<file path="config.mk">
export PLATFORM = sky130hd
export DESIGN_NAME = axi_rd_arbiter
export DESIGN_NICKNAME = d
export VERILOG_FILES = /design/src/rtl/axi_rd_arbiter.sv
export SDC_FILE = /design/constraint.sdc
export NUM_CORES = 1
export LEC_CHECK = 0
export ABC_AREA = 1
export CAP_MARGIN = 20
export CELL_PAD_IN_SITES_DETAIL_PLACEMENT = 2
export CELL_PAD_IN_SITES_GLOBAL_PLACEMENT = 2
export CORE_MARGIN = 2
export CORE_UTILIZATION = 13
export DETAILED_ROUTE_END_ITERATION = 7
export GPL_TIMING_DRIVEN = 1
export MAX_ROUTING_LAYER = met4
export PLACE_DENSITY_LB_ADDON = 0.1
export SLEW_MARGIN = 20
export SYNTH_ARGS = -nofsm -noshare
export SYNTH_HDL_FRONTEND = slang
export SYNTH_SLANG_ARGS = --single-unit
</file>
<file path="constraint.sdc">
create_clock -name clk -period 1.3 [get_ports clk]
set_input_delay 0.13 -clock clk [delete_from_list [all_inputs] [get_ports clk]]
set_output_delay 0.13 -clock clk [all_outputs]
set_load 0.01 [all_outputs]
</file>
<file path="src/rtl/axi_rd_arbiter.sv">
// Two-source AXI read arbiter (fetch id0, load id1): 1-cycle AR latency, R routed combinationally by rid.
// AR payload is held until arready; requests stall while their id has OUT_MAX reads outstanding.
module axi_rd_arbiter #(
  parameter int OUT_MAX = 2
) (
  input  logic        clk,
  input  logic        resetn,
  input  logic        inst_arvalid,
  input  logic [31:0] inst_araddr,
  input  logic [2:0]  inst_arsize,
  output logic        inst_arready,
  output logic [31:0] inst_rdata,
  output logic        inst_rvalid,
  input  logic        inst_rready,
  input  logic        data_arvalid,
  input  logic [31:0] data_araddr,
  input  logic [2:0]  data_arsize,
  output logic        data_arready,
  output logic [31:0] data_rdata,
  output logic        data_rvalid,
  input  logic        data_rready,
  output logic [3:0]  arid,
  output logic [31:0] araddr,
  output logic [2:0]  arsize,
  output logic [7:0]  arlen,
  output logic [1:0]  arburst,
  output logic        arvalid,
  input  logic        arready,
  input  logic [3:0]  rid,
  input  logic [31:0] rdata,
  input  logic [1:0]  rresp,
  input  logic        rlast,
  input  logic        rvalid,
  output logic        rready,
  output logic        rd_err
);

  typedef struct packed {
    logic        id;
    logic [31:0] addr;
    logic [2:0]  size;
  } ar_req_t;

  typedef enum logic {
    S_IDLE,
    S_ISSUE
  } state_t;

  localparam logic [1:0] CNT_MAX = OUT_MAX[1:0];

  state_t     r_state;
  state_t     w_state_nxt;
  ar_req_t    r_ar;
  ar_req_t    w_ar_nxt;
  logic       r_last_grant;  // 0 = fetch, 1 = load
  logic       w_last_grant_nxt;
  logic [1:0] r_cnt_inst;
  logic [1:0] r_cnt_data;
  logic       r_rd_err;

  logic w_elig_inst;
  logic w_elig_data;
  logic w_grant_inst;
  logic w_grant_data;
  logic w_ar_hs;
  logic w_inc_inst;
  logic w_inc_data;
  logic w_rid_inst;
  logic w_rid_data;
  logic w_r_hs;
  logic w_dec_inst;
  logic w_dec_data;
  logic w_unf_inst;
  logic w_unf_data;
  logic w_err_set;

  assign w_elig_inst = inst_arvalid && (r_cnt_inst < CNT_MAX);
  assign w_elig_data = data_arvalid && (r_cnt_data < CNT_MAX);

  always_comb begin
    w_state_nxt      = r_state;
    w_ar_nxt         = r_ar;
    w_last_grant_nxt = r_last_grant;
    w_grant_inst     = 1'b0;
    w_grant_data     = 1'b0;
    w_ar_hs          = 1'b0;
    case (r_state)
      S_IDLE: begin
        if (w_elig_inst && w_elig_data) begin
          w_grant_data = !r_last_grant;
          w_grant_inst = r_last_grant;
        end else begin
          w_grant_inst = w_elig_inst;
          w_grant_data = w_elig_data;
        end
        if (w_grant_data) begin
          w_ar_nxt         = '{id: 1'b1, addr: data_araddr, size: data_arsize};
          w_last_grant_nxt = 1'b1;
          w_state_nxt      = S_ISSUE;
        end else if (w_grant_inst) begin
          w_ar_nxt         = '{id: 1'b0, addr: inst_araddr, size: inst_arsize};
          w_last_grant_nxt = 1'b0;
          w_state_nxt      = S_ISSUE;
        end
      end
      S_ISSUE: begin
        if (arready) begin
          w_ar_hs     = 1'b1;
          w_state_nxt = S_IDLE;
        end
      end
      default: w_state_nxt = S_IDLE;
    endcase
  end

  always_ff @(posedge clk) begin
    if (!resetn) begin
      r_state      <= S_IDLE;
      r_ar         <= '0;
      r_last_grant <= 1'b0;
    end else begin
      r_state      <= w_state_nxt;
      r_ar         <= w_ar_nxt;
      r_last_grant <= w_last_grant_nxt;
    end
  end

  // Grant is gated by reset so no request is acknowledged while the block is held.
  assign inst_arready = w_grant_inst && resetn;
  assign data_arready = w_grant_data && resetn;

  assign arid    = {3'b000, r_ar.id};
  assign araddr  = r_ar.addr;
  assign arsize  = r_ar.size;
  assign arlen   = 8'd0;
  assign arburst = 2'b01;
  assign arvalid = (r_state == S_ISSUE);

  assign w_rid_inst  = (rid == 4'd0);
  assign w_rid_data  = (rid == 4'd1);
  assign rready      = w_rid_inst ? inst_rready : (w_rid_data ? data_rready : 1'b1);
  assign inst_rvalid = rvalid && w_rid_inst;
  assign data_rvalid = rvalid && w_rid_data;
  assign inst_rdata  = rdata;
  assign data_rdata  = rdata;
  assign w_r_hs      = rvalid && rready;

  assign w_inc_inst = w_ar_hs && !r_ar.id;
  assign w_inc_data = w_ar_hs && r_ar.id;
  assign w_dec_inst = w_r_hs && rlast && w_rid_inst;
  assign w_dec_data = w_r_hs && rlast && w_rid_data;
  assign w_unf_inst = w_dec_inst && !w_inc_inst && (r_cnt_inst == 2'd0);
  assign w_unf_data = w_dec_data && !w_inc_data && (r_cnt_data == 2'd0);

  function automatic logic [1:0] cnt_next(input logic [1:0] cnt, input logic inc, input logic dec);
    logic [1:0] n;
    n = cnt;
    if (inc && !dec && (cnt < CNT_MAX)) n = cnt + 2'd1;
    else if (dec && !inc && (cnt != 2'd0)) n = cnt - 2'd1;
    return n;
  endfunction

  always_ff @(posedge clk) begin
    if (!resetn) begin
      r_cnt_inst <= 2'd0;
      r_cnt_data <= 2'd0;
    end else begin
      r_cnt_inst <= cnt_next(r_cnt_inst, w_inc_inst, w_dec_inst);
      r_cnt_data <= cnt_next(r_cnt_data, w_inc_data, w_dec_data);
    end
  end

  assign w_err_set = (rvalid && !w_rid_inst && !w_rid_data)
                   || (w_r_hs && (rresp != 2'b00))
                   || w_unf_inst || w_unf_data;

  always_ff @(posedge clk) begin
    if (!resetn) begin
      r_rd_err <= 1'b0;
    end else if (w_err_set) begin
      r_rd_err <= 1'b1;
    end
  end

  assign rd_err = r_rd_err;

endmodule
</file>
* Word-level counts from Yosys, hierarchy flattened
Index checks and enable logic that the tools add are counted.
Operators by class: $add $sub $neg 4, reductions and logical operators 47, muxes and demuxes 22, equal/unequal tests 1, order comparisons 2, bitwise logic cells 1
Operator list (number):
- $mux 36 | 2
- $logic_and 1x1->1 | 26
- $mux 1 | 15
- $reduce_bool 2->1 | 6
- $logic_not 1->1 | 8
- $mux 2 | 4
- $add 2x1->2 const B | 2
- $eq 4x1->1 const B | 1
- $logic_not 2->1 | 2
- $logic_not 4->1 | 1
- $lt 2x2->1 const B | 2
- $sub 2x1->2 const B | 2
- $logic_or 1x1->1 | 3
- $pmux 1 s2 | 1
- $reduce_and 2->1 | 1
- $not 1->1 | 1
Storage, ports and cells: logic and storage cells 85, flip-flop bits (word level) 43, input port bits 117, output and inout port bits 120

* Depth between registers and ports, before layout
word-level depth 10, depth in mapped cells 9, mapped depth without buffers 9

* Least setup slack after synthesis
No wires, ideal clock.
path kind flip-flop to output port, from register r_cnt_inst[1], to output data_arready, slack 0.042 ns, arrival 1.128 ns, path buffers 1, required time 1.170 ns, cell stages (with the launch flop) 6, cell sequence dfxtp_1 -> nor2_4 -> a21oi_4 -> clkbuf_1 -> nand2_1 -> nor2_1
Between the ends: cells in the longest elaborated chain, start to end 7
RTL lines:
- from (decl) | RTL line 57 | logic [1:0] r_cnt_inst;
- from (signal assigned) | RTL line 168 | r_cnt_inst <= cnt_next(r_cnt_inst, w_inc_inst, w_dec_inst);
- $lt 2x2->1 | RTL line 77 | assign w_elig_inst = inst_arvalid && (r_cnt_inst < CNT_MAX);
- $logic_and 1x1->1 | RTL line 77
- $logic_and 1x1->1 | RTL line 89 | if (w_elig_inst && w_elig_data) begin
- $mux 1 | RTL line 89
- $mux 1 (2 in series) | RTL line 87 | case (r_state)
- $logic_and 1x1->1 | RTL line 130 | assign data_arready = w_grant_data && resetn;
- to (decl) | RTL line 18 | output logic data_arready,
Every way passes these cells. The select of a mux whose other input is x is not followed.

* Worst setup path after layout
from register r_cnt_inst[1], to register r_ar (netlist bit araddr[30])
Between the ends: cells in the longest elaborated chain, start to end 7, elaborated cells on any way between the ends 10, classes of those cells 1 x order compare; 5 x mux; 4 x reduce/logical
RTL lines:
- $lt 2x2->1 (*) | RTL line 77
- $logic_and 1x1->1 (*) | RTL line 77
- $logic_and 1x1->1 | RTL line 89
- $mux 1 | RTL line 89
- $mux 1 | RTL line 87
- $reduce_bool 2->1 (no source line)
- $reduce_and 2->1 (no source line)
- to (signal assigned) | RTL line 123 | r_ar <= w_ar_nxt;
- to (decl) | RTL line 53 | ar_req_t r_ar;
Every way passes the cells marked *; elsewhere a longest branch is shown, timed or not. The select of a mux whose other input is x is not followed. A chain may end at the register's enable or synchronous reset.

==> run summary <==
Hold Crit Start: rdata[26]
antenna cells: 0
Post-DP HPWL: 8060 um
internal power: 3.19 mW
Max Cap Viol: 0
Slowest-stage cell, CP: dfxtp_4
Sw Ratio: 31.2%
initial drt markers: 38
Die Height: 151 um
DR vias: 2849
clock power share: 31.4%
Net Sw Power: 1.44 mW
Gate Count Post-Synth: 437
CP Class: reg2reg
WL final: 11600 um
Worst Path Max Fanout: 6
top-area cell type share of the netlist area: 29.9%
gpl congestion: 0.711
vias per std cell: 3.54
DIE AREA: 22900 um2
synth warn: 0
pwr/cell area: 993 nW/um2
clk sink count: 42
Worst Setup Slack, final: -0.191 ns
IO Port Bufs: 127
crit path cell chain: nor2_4, a21oi_4, buf_8, a21oi_4, buf_6, inv_8, clkbuf_16, nor2_1, nor2_1
peak supply drop: 0.385 mV
register area share after synthesis: 29.9%
Final Hold Viols: 0
pre-CTS setup slack: -0.519 ns
Die W: 151 um
clock root cell: clkbuf_16
Synth top cells by count: nor2_1, buf_4, nand2_1, inv_1, o21ai_0
worst clock skew: 0.00294 ns
Setup crit start kind: flop
Worst R2R Setup Slack: -0.19 ns
register bit count reported by yosys: 42
first-pass GRT wire length: 16200 um
post-layout util: 22.1%
largest net degree at the start of global routing: 41
clk slew on worst S/H paths: 0.06 ns
reported leakage power: 2.15 nW
initial antenna violation count: 0
Yosys cell types: 26
H-tree levels: 2
first drt pass iteration count: 4
syn avg cell area: 6.44 um2
# fillers: 2438
worst r2r path cells: 9
Post-Layout Cell Count: 805
vias in the first global route: 3079
Flop pwr share: 33.4%
Hold Path Sink: data_rdata[26]
DRC: 0
Largest stage delay, worst path: 0.35 ns
WHS Path Cells: 0
final worst path period share: 115%
Max clock buf depth: 2
worst r2r src: r_cnt_inst[1]$_SDFFE_PN0P_
count leader, synth: nor2_1
Mapped Area: 2820 um2
IO Count: 237
Clock Latency Late Sink: 0.29 ns
CP required: 1.49 ns
Rows: 53
CP Data Arrival Time: 1.68 ns
Post-DRT Antenna Nets: 0
status: finished, violations left
count of final setup violators: 38
CORE AREA: 21200 um2
fmax: 671 MHz
failing checks: negative setup slack
synth top area cells: dfxtp_1, buf_4, nor2_1
min cycle time layout: 1.49 ns
Cells after DPL: 783
reg2reg end: araddr[30]$_SDFFE_PN0P_
total gr overflow: 0
layout cell share with drive strength beyond 1: 23.6%
number of flops mapped to enable cells by yosys: 0
Tot GR Track Use: 9.57%
Comb power frac: 35.2%
cts bufs inserted: 5
FFs w/ async S/R, synth: 0%
Layout Nets: 646
HP Class: in2out
TritonCTS clock tree: yes
unrepaired setup endpoints after global routing: true
Area Growth Syn to Fin: 65.8%
Avg WL per Cell: 14.4 um
Final Slew Violations: 0
endpoint class of the critical path: flop
Tot Pwr: 4.64 mW
Initial Util: 13.3%
ys flop type: dfxtp_1
cell taking the most area after synthesis: dfxtp_1
hold_buf cts: 0
==> registers in the layout (all words and copies together) (netlist names) <==
signal      flops
r_cnt_data      2
araddr         32
arvalid         1
arsize          3
r_cnt_inst      2
rd_err          1
arid            1
==> per-layer routing <==
layer	wire, um	global-route usage [%]	up-vias
met4	116	2.43	0
li1	-	-	1445
met2	5410	15.4	84
met3	964	4.07	12
met1	5090	11.0	1308
met5	0	-	-
==> worst max path at each step <==
stage,end,start,cells after the start
finish,araddr[30]$_SDFFE_PN0P_,r_cnt_inst[1]$_SDFFE_PN0P_,9
CTS,araddr[30]$_SDFFE_PN0P_,r_cnt_data[1]$_SDFFE_PN0P_,9
global route,araddr[11]$_SDFFE_PN0P_,r_cnt_inst[1]$_SDFFE_PN0P_,9
floorplan,data_arready,r_cnt_inst[1]$_SDFFE_PN0P_,5
detailed placement,araddr[11]$_SDFFE_PN0P_,inst_arvalid,10
global placement,araddr[7]$_SDFFE_PN0P_,inst_arvalid,10
==> final cells by class <==
class,instances,area [um2],share of cell area (%)
Clock inverter,1,30.0,0.643
Sequential cell,42,853,18.3
Tap cell,275,344,7.37
Timing Repair Buffer,170,1740,37.2
Inverter,56,218,4.66
Clock buffer,7,133,2.84
Multi-Input combinational cell,254,1360,29.0
==> stage by stage <==
step | hold WS (ns) | TNS (ns) | cell area, um2
final | 0.260 | -6.02 | 4670
after global routing | 0.260 | -9.22 | 4670
after CTS | 0.260 | -5.12 | 4310
after detailed placement | 0.260 | -22.31 | 4070
after global placement | 0.260 | -20.98 | 4070
after floorplan | 0.305 | 0 | 2860
==> power by group through the flow <==
stage | Clock [mW] | Combinational [mW] | Sequential [mW]
2_1_floorplan | 0 | 0.728 | 1.61
3_3_place_gp | 0 | 1.39 | 1.55
3_5_place_dp | 0 | 1.41 | 1.55
4_1_cts | 1.54 | 1.39 | 1.53
5_1_grt | 1.60 | 1.81 | 1.57
6_report | 1.46 | 1.63 | 1.55
==> critical path: cells and delay by family, from the launching register on <==
family,cells,cell delay (ns)
compound gates,2,0.28
buf+inv,4,0.50
flops,1,0.35
simple gates,3,0.26
==> placed cells by master, fill, tap and decap left out, types with 4 or more instances in the layout <==
cell and n:
clkdlybuf4s50_1 77, nand2_1 54, inv_1 53, nor2_1 47
dlygate4sd2_1 41, dfxtp_1 38, o21ai_0 36, o21ai_1 29
nor2_2 26, buf_4 26, conb_1 13, nor2_4 12
o21ai_2 11, clkbuf_16 10, buf_6 6, nand3_1 4
buf_2 4, buf_12 4
==> logic make-up after synthesis <==
| family | count (synthesis) | synth area share (%) |
|---|---|---|
| other | 2 | 0.267 |
| AO/OA/AOI/OAI | 84 | 15.7 |
| buffers and inverters | 152 | 32.1 |
| AND/OR/NAND/NOR | 157 | 22.1 |
| flip-flops | 42 | 29.9 |
==> what timing repair did <==
| item | in CTS | in global routing |
|---|---|---|
| cloned | 1 | 7 |
| endpoints found under the setup margin | 85 | 44 |
| resized for setup | 100 | 68 |
| buffers inserted | 2 | 5 |
| pin swaps | 5 | 7 |
Power figures use the tool's default switching activity.
